`src/rtl/reg_scoreboard.sv`:
```
// ---------------------------------------------------------------------------
// reg_scoreboard
//
// Register scoreboard for the dual-issue pipeline. Every architectural
// register (except x0) owns two small saturating counters:
//   wr_cnt[i] - writers issued to register i that have not yet written back
//   ld_cnt[i] - the subset of those writers that are loads
// Issue slots increment the counters and writeback ports decrement them.
// Issue logic reads the "counter is non-zero" views as bit vectors.
//
// Parameters:
//   CNT_W            width of each per-register counter (max 2^CNT_W-1)
//
// Ports:
//   clk              rising-edge clock
//   rst              synchronous active-high reset (clears counters and flags)
//   flush            clears all counters next edge; this cycle's events ignored
//   iss0_valid/rd/is_load   issue slot 0 register writer
//   iss1_valid/rd/is_load   issue slot 1 register writer
//   wb0_valid/rd/is_load    writeback port 0 retiring writer
//   wb1_valid/rd/is_load    writeback port 1 retiring writer
//   busy_vec         bit i set while wr_cnt[i] != 0 (bit 0 always 0)
//   load_pending_vec bit i set while ld_cnt[i] != 0 (bit 0 always 0)
//   overflow_err     sticky, a counter tried to exceed its maximum
//   underflow_err    sticky, a decrement found a counter at zero
// ---------------------------------------------------------------------------
module reg_scoreboard #(
    parameter int CNT_W = 2
) (
    input  logic        clk,
    input  logic        rst,
    input  logic        flush,
    input  logic        iss0_valid,
    input  logic [4:0]  iss0_rd,
    input  logic        iss0_is_load,
    input  logic        iss1_valid,
    input  logic [4:0]  iss1_rd,
    input  logic        iss1_is_load,
    input  logic        wb0_valid,
    input  logic [4:0]  wb0_rd,
    input  logic        wb0_is_load,
    input  logic        wb1_valid,
    input  logic [4:0]  wb1_rd,
    input  logic        wb1_is_load,
    output logic [31:0] busy_vec,
    output logic [31:0] load_pending_vec,
    output logic        overflow_err,
    output logic        underflow_err
);

    // Net update is done two bits wider than the counter: one bit of headroom
    // for +2 and a sign bit so that a -2 result is still distinguishable.
    localparam int SUM_W = CNT_W + 2;
    localparam logic signed [SUM_W-1:0] MAX_S = SUM_W'((1 << CNT_W) - 1);

    logic [CNT_W-1:0] wr_cnt  [1:31];
    logic [CNT_W-1:0] ld_cnt  [1:31];
    logic [CNT_W-1:0] wr_next [1:31];
    logic [CNT_W-1:0] ld_next [1:31];
    logic             ovf_any;
    logic             unf_any;

    function automatic logic signed [SUM_W-1:0] widen(input logic b);
        widen = $signed({{(SUM_W-1){1'b0}}, b});
    endfunction

    // cur + inc - dec with saturation at both ends; reports which end clipped.
    function automatic logic [CNT_W-1:0] net_update(
        input  logic [CNT_W-1:0] cur,
        input  logic             inc_a,
        input  logic             inc_b,
        input  logic             dec_a,
        input  logic             dec_b,
        output logic             ovf,
        output logic             unf
    );
        logic signed [SUM_W-1:0] sum;
        logic [CNT_W-1:0]        res;
        sum = $signed({2'b00, cur}) + widen(inc_a) + widen(inc_b)
              - widen(dec_a) - widen(dec_b);
        ovf = 1'b0;
        unf = 1'b0;
        res = sum[CNT_W-1:0];
        if (sum[SUM_W-1]) begin
            unf = 1'b1;
            res = '0;
        end else if (sum > MAX_S) begin
            ovf = 1'b1;
            res = '1;
        end
        return res;
    endfunction

    // Next-state computation for every register. The loop starts at 1, so
    // events targeting x0 never match and are dropped naturally. Loads count
    // against both counters; non-load events only touch wr_cnt.
    always_comb begin
        logic i0, i1, w0, w1;
        logic w_o, w_u, l_o, l_u;
        ovf_any = 1'b0;
        unf_any = 1'b0;
        for (int i = 1; i < 32; i++) begin
            i0 = iss0_valid && (iss0_rd == 5'(i));
            i1 = iss1_valid && (iss1_rd == 5'(i));
            w0 = wb0_valid  && (wb0_rd  == 5'(i));
            w1 = wb1_valid  && (wb1_rd  == 5'(i));
            wr_next[i] = net_update(wr_cnt[i], i0, i1, w0, w1, w_o, w_u);
            ld_next[i] = net_update(ld_cnt[i],
                                    i0 && iss0_is_load, i1 && iss1_is_load,
                                    w0 && wb0_is_load,  w1 && wb1_is_load,
                                    l_o, l_u);
            ovf_any = ovf_any | w_o | l_o;
            unf_any = unf_any | w_u | l_u;
        end
    end

    // Counter and sticky flag registers. Reset beats flush, flush beats the
    // normal update. Flush drops the cycle's events entirely, so it can
    // never raise an error flag, but it also leaves existing flags alone.
    always_ff @(posedge clk) begin
        if (rst) begin
            for (int i = 1; i < 32; i++) begin
                wr_cnt[i] <= '0;
                ld_cnt[i] <= '0;
            end
            overflow_err  <= 1'b0;
            underflow_err <= 1'b0;
        end else if (flush) begin
            for (int i = 1; i < 32; i++) begin
                wr_cnt[i] <= '0;
                ld_cnt[i] <= '0;
            end
        end else begin
            for (int i = 1; i < 32; i++) begin
                wr_cnt[i] <= wr_next[i];
                ld_cnt[i] <= ld_next[i];
            end
            overflow_err  <= overflow_err  | ovf_any;
            underflow_err <= underflow_err | unf_any;
        end
    end

    // Output views come purely from registered counters, so there is no
    // combinational path from any input to the vectors.
    always_comb begin
        busy_vec         = '0;
        load_pending_vec = '0;
        for (int i = 1; i < 32; i++) begin
            busy_vec[i]         = |wr_cnt[i];
            load_pending_vec[i] = |ld_cnt[i];
        end
    end

endmodule

```
`config.mk`:
```
export PLATFORM = sky130hd
export DESIGN_NAME = reg_scoreboard
export DESIGN_NICKNAME = d
export VERILOG_FILES = /design/src/rtl/reg_scoreboard.sv
export SDC_FILE = /design/constraint.sdc
export NUM_CORES = 1
export LEC_CHECK = 0
export ABC_AREA = 1
export ABC_CLOCK_PERIOD_IN_PS = 5210
export CAP_MARGIN = 20
export CORE_UTILIZATION = 40
export CTS_BUF_LIST = sky130_fd_sc_hd__clkbuf_4
export CTS_CLUSTER_DIAMETER = 40
export DETAILED_ROUTE_END_ITERATION = 10
export MAX_ROUTING_LAYER = met4
export PLACE_DENSITY = 0.6
export SETUP_SLACK_MARGIN = 0.2
export SYNTH_ARGS = -nofsm -noshare
export SYNTH_HDL_FRONTEND = slang
export SYNTH_SLANG_ARGS = --single-unit
```
`constraint.sdc`:
```
create_clock -name clk -period 5.21 [get_ports clk]
set_clock_uncertainty 0.05 [all_clocks]
set_input_delay 1.563 -clock clk [delete_from_list [all_inputs] [get_ports clk]]
set_output_delay 1.563 -clock clk [all_outputs]
set_load 0.005 [all_outputs]
```
==> metrics.yaml, run 1 <==
finalSetupViolations: 0
cts-hold-fix-buffers: 0
cp_max_fo: 10
syn_avg_cell_area_um2: 7.479
cts_tree: "built"
pin_count: 97
use_met3_pct: 3.326
fp.dieH_um: 185.9
place_congestion: 0.9606
clock_power_share_pct: 29.3
drt_iter0_markers: 872
critPathBufInv: 7
start_kind: "input port"
die_area_um2: 34560
crit_chain: "clkdlybuf4s50_1 -> inv_1 -> nor2_1 -> inv_1 -> buf_4 -> nor2_1 -> nand2_1 -> fa_1 -> inv_1 -> fa_1 -> inv_1 -> ha_1 -> inv_1 -> nand2_1 -> nand2_1 -> nor2_1 -> nand2_1 -> nor2_1 -> nand2_1 -> o21ai_1 -> nand2_1"
core_area_um2: 32870
intPower_mw: 1.694
grt.busiest_layer: "met2"
clk_pin_slew_ps: 130
drv_cap: 0
synth-warning-count: 0
yosysMostFrequentCell: "inv_1"
fin_crit_sh_pct: 91.48
nets: 2379
via_per_inst: 4.585
worstMarginPinSlew_ps: 636.9
overflow: 0
grt_max_degree: 33
dr.pass1.iters: 6
slowest_delay_ps: 510
dr_total_vias: 11718
grt_pass1_wl_um: 61760
crit_slowest_cell: "fa_1"
clock_sinks: 126
port_buffers: 94
cp.arrival_ps: 5240
run_status: "completed"
synth_area_um2: 13530
synth_top_area_share_pct: 27.52
grtUsageMet2_pct: 40.34
antenna_found_initial: 1
clock.fmax_ghz: 0.2098
cts_inserted_buffers: 17
dpl_worst_slack_ps: -173.9
drc_errors: 0
p_sw_mw: 0.7896
criticalPathCategory: "in2reg"
power_frac_seq_pct: 48.0
leakage_nw: 8.259
drt.antenna.violating_nets: 0
yosysTopAreaCell: "edfxtp_1"
clock-root-buffer: "clkbuf_4"
wirelength_um: 39410
synth_area_leaders: "edfxtp_1, fa_1, inv_1"
ctsLongestPathBuffers: 2
drive_above_1_share_pct: 6.389
syn2layout_area_growth_pct: 20.13
rsz0062_at_grt: "false"
cts_resized: 0
synth.distinct_cells: 23
synth_cells: 1809
async_reset_ff_share_pct: 0
ys_seq_elements: 126
synth_edf_count: 124
required_ps: 5680
dp.final_hpwl_um: 33020
crit_path_end_kind: "flop"
cp_common_cell: "nand2_1"
drt-wirelength-per-cell_um: 15.42
initial_core_util_pct: 41.16
post_cts_buffers: 0
chipWidth_um: 185.9
fin_crit_ps: 4766
slew_headroom_pct: 57.38
grt_pass1_vias: 12083
ys_dominant_reg_cell: "edfxtp_1"
final_cells: 2556
powerDensity_nw_per_um2: 152.8
fin_ws_ps: 444.0
drv_slew: 0
holdCritPathClass: "reg2reg"
ir_worst_vdd_mv: 0.1159
netSwitchingFraction_pct: 31.79
finalHoldViolations: 0
pwr-share-comb_pct: 22.7
dp.cells: 2523
htreeDepth: 4
gr-usage-met1_pct: 31.40
clk_latency_ps: 630
synthTopCellsByCount: "inv_1, nand2_1, nor2_1"
core.rowCount: 66
gr-usage-all-layers_pct: 25.15
synth-seq-area-share_pct: 27.82
cp_top_family: "simple AND/OR/NAND/NOR gates"
[cell usage in the layout (no fill, tap or decap), types with 31 or more instances in the layout]
master / Yosys / routed
nor2_1: 253 / 253
edfxtp_1: 124 / 124
clkdlybuf4s50_1: 0 / 94
inv_1: 495 / 495
fa_1: 124 / 124
nand3_1: 31 / 31
nand2_1: 465 / 465
ha_1: 124 / 124
conb_1: 2 / 126
buf_4: 3 / 80
a21oi_1: 124 / 124
[worst paths after layout]
kind,from,endpoint,slack [ps],depth (start not counted)
worst max-delay path,wb1_valid,underflow_err$_SDFFE_PP0N_,440,21
worst min-delay path,overflow_err$_SDFFE_PP0N_,overflow_err$_SDFFE_PP0N_,420,2
worst max register to register,ld_cnt[0][48]$_SDFFCE_PP0P_,underflow_err$_SDFFE_PP0N_,2980,13
worst min register to register,overflow_err$_SDFFE_PP0N_,overflow_err$_SDFFE_PP0N_,420,2
[stage by stage]
| stage | hold WS, ps | power [mW] | TNS, ps | utilization (%) | area [µm²] |
|---|---|---|---|---|---|
| 6_report | 415.7 | 2.483 | 0 | 49.45 | 16250 |
| 5_1_grt | 463.3 | 2.626 | 0 | 49.45 | 16250 |
| 3_3_place_gp | 399.1 | 1.765 | -81.60 | 48.62 | 15980 |
| 4_1_cts | 419.8 | 2.507 | 0 | 49.44 | 16250 |
| 3_5_place_dp | 400.1 | 1.775 | -173.9 | 48.62 | 15980 |
| 2_1_floorplan | 395.8 | 1.524 | 0 | - | 13990 |
[tightest hold or removal path: stages, from the launching register on]
cell and delay, ps:
dfxtp_1 330, nand2_1 60, nand2_1 50
[sequential cells by signal, summed over array words and instances (netlist names)]
register       count
underflow_err      1
overflow_err       1
ld_cnt            62
wr_cnt            62
[power by group through the flow]
stage / Clock [mW] / Sequential [mW] / Combinational [mW]
finish: 0.727 / 1.19 / 0.564
global route: 0.790 / 1.20 / 0.637
CTS: 0.750 / 1.19 / 0.564
detailed placement: 0 / 1.22 / 0.559
global placement: 0 / 1.21 / 0.550
floorplan: 0 / 1.21 / 0.313
[routing by layer]
layer | share of wire (%) | wire, µm | vias to the layer above
met1 | 44 | 17210 | 5460
li1 | - | - | 5833
met2 | 46 | 18300 | 345
met5 | 0 | 0 | -
met3 | 5.7 | 2242 | 80
met4 | 4.2 | 1661 | 0
[final cells by class]
class	count	area, µm²
antenna	1	2.502
clock buffer	20	150.1
clock inverter	12	121.4
fill	3292	16610
inverter	499	1873
multi-input combinational	1278	8168
sequential	126	3764
tap	442	553.0
timing repair buffer	178	1622
[cells by family (layout without fill, tap and decap cells)]
kind of cell             after synthesis  in the layout  share of synthesized area, %
adder cells (fa/ha/maj)              248            248                         29.82
other                                  2            127                       0.05551
flip-flops                           126            126                         27.82
buffers and inverters                529            709                         15.25
AND/OR/NAND/NOR                      776            776                         22.33
AO/OA/AOI/OAI                        128            128                         4.735
No activity file was read; power rests on OpenSTA's default activity.
==> run 2, diff against run 1 <==
--- a/config.mk
+++ b/config.mk
@@ -6,8 +6,8 @@
 export NUM_CORES = 1
 export LEC_CHECK = 0
 export ABC_AREA = 1
-export ABC_CLOCK_PERIOD_IN_PS = 5210
 export CAP_MARGIN = 20
+export CORE_MARGIN = 4
 export CORE_UTILIZATION = 40
 export CTS_BUF_LIST = sky130_fd_sc_hd__clkbuf_4
 export CTS_CLUSTER_DIAMETER = 40
==> metrics.yaml, run 2 (same netlist as run 1, synthesis figures left out) <==
drt_iter0_markers: 815  # was 872
ctsLongestPathBuffers: 2  # unchanged
initial_core_util_pct: 40.45  # was 41.16%
leakage_nw: 8.284  # was 8.259 nW
ir_worst_vdd_mv: 0.1032  # was 0.1159 mV
final_cells: 2564  # was 2556
drv_cap: 0  # unchanged
drt-wirelength-per-cell_um: 15.73  # was 15.42 µm
clk_latency_ps: 610  # was 630 ps
chipWidth_um: 191.9  # was 185.9 µm
fp.dieH_um: 191.9  # was 185.9 µm
rsz0062_at_grt: "false"  # unchanged
clock.fmax_ghz: 0.2116  # was 0.2098 GHz
drv_slew: 0  # unchanged
htreeDepth: 4  # unchanged
via_per_inst: 4.579  # was 4.585
power.total_mw: 2.544  # was 2.483 mW
clock-root-buffer: "clkbuf_4"  # unchanged
grt_pass1_vias: 11995  # was 12083
wl_met2_um: 18730  # was 18300 µm
nets: 2384  # was 2379
core.rowCount: 67  # was 66
crit_path_end_kind: "flop"  # unchanged
final_common_cell: "inv_1"  # unchanged
drc_errors: 0  # unchanged
powerDensity_nw_per_um2: 155.9  # was 152.8 nW/µm²
run_status: "completed"  # unchanged
dp.final_hpwl_um: 34090  # was 33020 µm
post_cts_buffers: 0  # unchanged
pin_count: 97  # unchanged
grt_max_degree: 65  # was 33
finalHoldViolations: 0  # unchanged
core_area_um2: 33450  # was 32870 µm²
nFillCells: 3343  # was 3292
clk_pin_slew_ps: 110  # was 130 ps
place_congestion: 1.009  # was 0.9606
grt_pass1_wl_um: 63400  # was 61760 µm
wl_met3_um: 2769  # was 2242 µm
largestRegisters: "ld_cnt: 62 flops, wr_cnt: 62 flops"  # unchanged
r2r_setup_slack_ps: 2960  # was 2980 ps
dp.cells: 2534  # was 2523
start_kind: "input port"  # unchanged
holdCritPathClass: "reg2reg"  # unchanged
dr_total_vias: 11740  # was 11718
criticalPathCategory: "in2reg"  # unchanged
worstMarginPinSlew_ps: 914.8  # was 636.9 ps
fin_crit_ps: 4726  # was 4766 ps
drive_above_1_share_pct: 6.433  # was 6.389%
fin_crit_sh_pct: 90.71  # was 91.48%
required_ps: 5640  # was 5680 ps
syn2layout_area_growth_pct: 20.61  # was 20.13%
die_area_um2: 36830  # was 34560 µm²
cts-hold-fix-buffers: 0  # unchanged
port_buffers: 94  # unchanged
antenna_found_initial: 2  # was 1
overflow: 0  # unchanged
slew_headroom_pct: 39.02  # was 57.38%
gr-usage-all-layers_pct: 23.59  # was 25.15%
cts_inserted_buffers: 17  # unchanged
wl_met1_um: 17290  # was 17210 µm
clock_sinks: 126  # unchanged
wirelength_um: 40320  # was 39410 µm
dr.pass1.iters: 7  # was 6
highest_layer: "met4"  # unchanged
cts_tree: "built"  # unchanged
fin_util_pct: 48.79  # was 49.45%
cp.arrival_ps: 5160  # was 5240 ps
cts_resized: 0  # unchanged
finalSetupViolations: 0  # unchanged
final_cell_mix: "inv_1, nand2_1, nor2_1"  # unchanged
drt.antenna.violating_nets: 0  # unchanged
cp_max_fo: 3  # was 10
hold-worst-slack_ps: 465.4  # was 415.7 ps
[run 2: cell count changes in the layout (fill, tap and decap cells not counted), sizes merged]
cell / delta
bufinv: +2
clkbuf: -1
clkinv: -4
buf: +5
diode: +1
clkinvlp: -1
[run 2: metrics by stage]
stage | cell area, µm² | setup slack [ps] | setup TNS, ps
finish | 16320 | 483.8 | 0
global route | 16320 | 242.7 | 0
CTS | 16310 | 558.4 | 0
detailed placement | 16020 | -107.8 | -107.8
global placement | 16020 | -78.96 | -78.96
floorplan | 13990 | 1103 | 0
[run 2: path summary, 6_finish.rpt]
kind,startpoint,endpoint,depth (start not counted)
setup / recovery,wb1_valid,underflow_err$_SDFFE_PP0N_,20
hold reg to reg,overflow_err$_SDFFE_PP0N_,overflow_err$_SDFFE_PP0N_,2
hold / removal,overflow_err$_SDFFE_PP0N_,overflow_err$_SDFFE_PP0N_,2
setup reg to reg,wr_cnt[0][54]$_SDFFCE_PP0P_,underflow_err$_SDFFE_PP0N_,13
[run 2: power by group]
group | switching [mW] | internal (mW) | total, mW
clock | 0.404 | 0.377 | 0.781
combinational | 0.344 | 0.225 | 0.570
sequential | 0.0173 | 1.18 | 1.19
total | 0.766 | 1.78 | 2.54
[run 2: metal layers]
metal	GRT usage, %	vias to the layer above
met5	-	-
met4	8.757	0
met3	4.271	61
met2	37.52	364
met1	30.28	5485
li1	-	5830
[run 2: area by class of cell]
class                      count  area [µm²]  area share (%)
antenna                        2       5.005         0.03067
clock buffer                  19       142.6          0.8741
timing repair buffer         183        1659           10.17
clock inverter                 9       146.4          0.8971
multi-input combinational   1278        8168           50.05
inverter                     499        1873           11.48
tap                          448       560.5           3.435
sequential                   126        3764           23.06
[run 2: critical path: stages]
cell and delay, ps:
clkdlybuf4s50_1 470, inv_1 40, nor2_1 220, inv_1 90, nor3_1 340, nand2_1 140
fa_1 610, inv_1 90, fa_1 380, inv_1 70, ha_1 180, inv_1 50
nand2_1 80, nand2_1 60, nor2_1 190, nand2_1 80, nor2_1 220, nand2_1 70
o21ai_1 130, nand2_1 70
==> run 3, diff against run 2 <==
--- a/config.mk
+++ b/config.mk
@@ -6,11 +6,12 @@
 export NUM_CORES = 1
 export LEC_CHECK = 0
 export ABC_AREA = 1
-export CAP_MARGIN = 20
+export CAP_MARGIN = 10
 export CORE_MARGIN = 4
 export CORE_UTILIZATION = 40
 export CTS_BUF_LIST = sky130_fd_sc_hd__clkbuf_4
 export CTS_CLUSTER_DIAMETER = 40
+export CTS_CLUSTER_SIZE = 20
 export DETAILED_ROUTE_END_ITERATION = 10
 export MAX_ROUTING_LAYER = met4
 export PLACE_DENSITY = 0.6
==> results of run 3 <==
The final DEF is identical to that of run 2; final timing and power are the same.
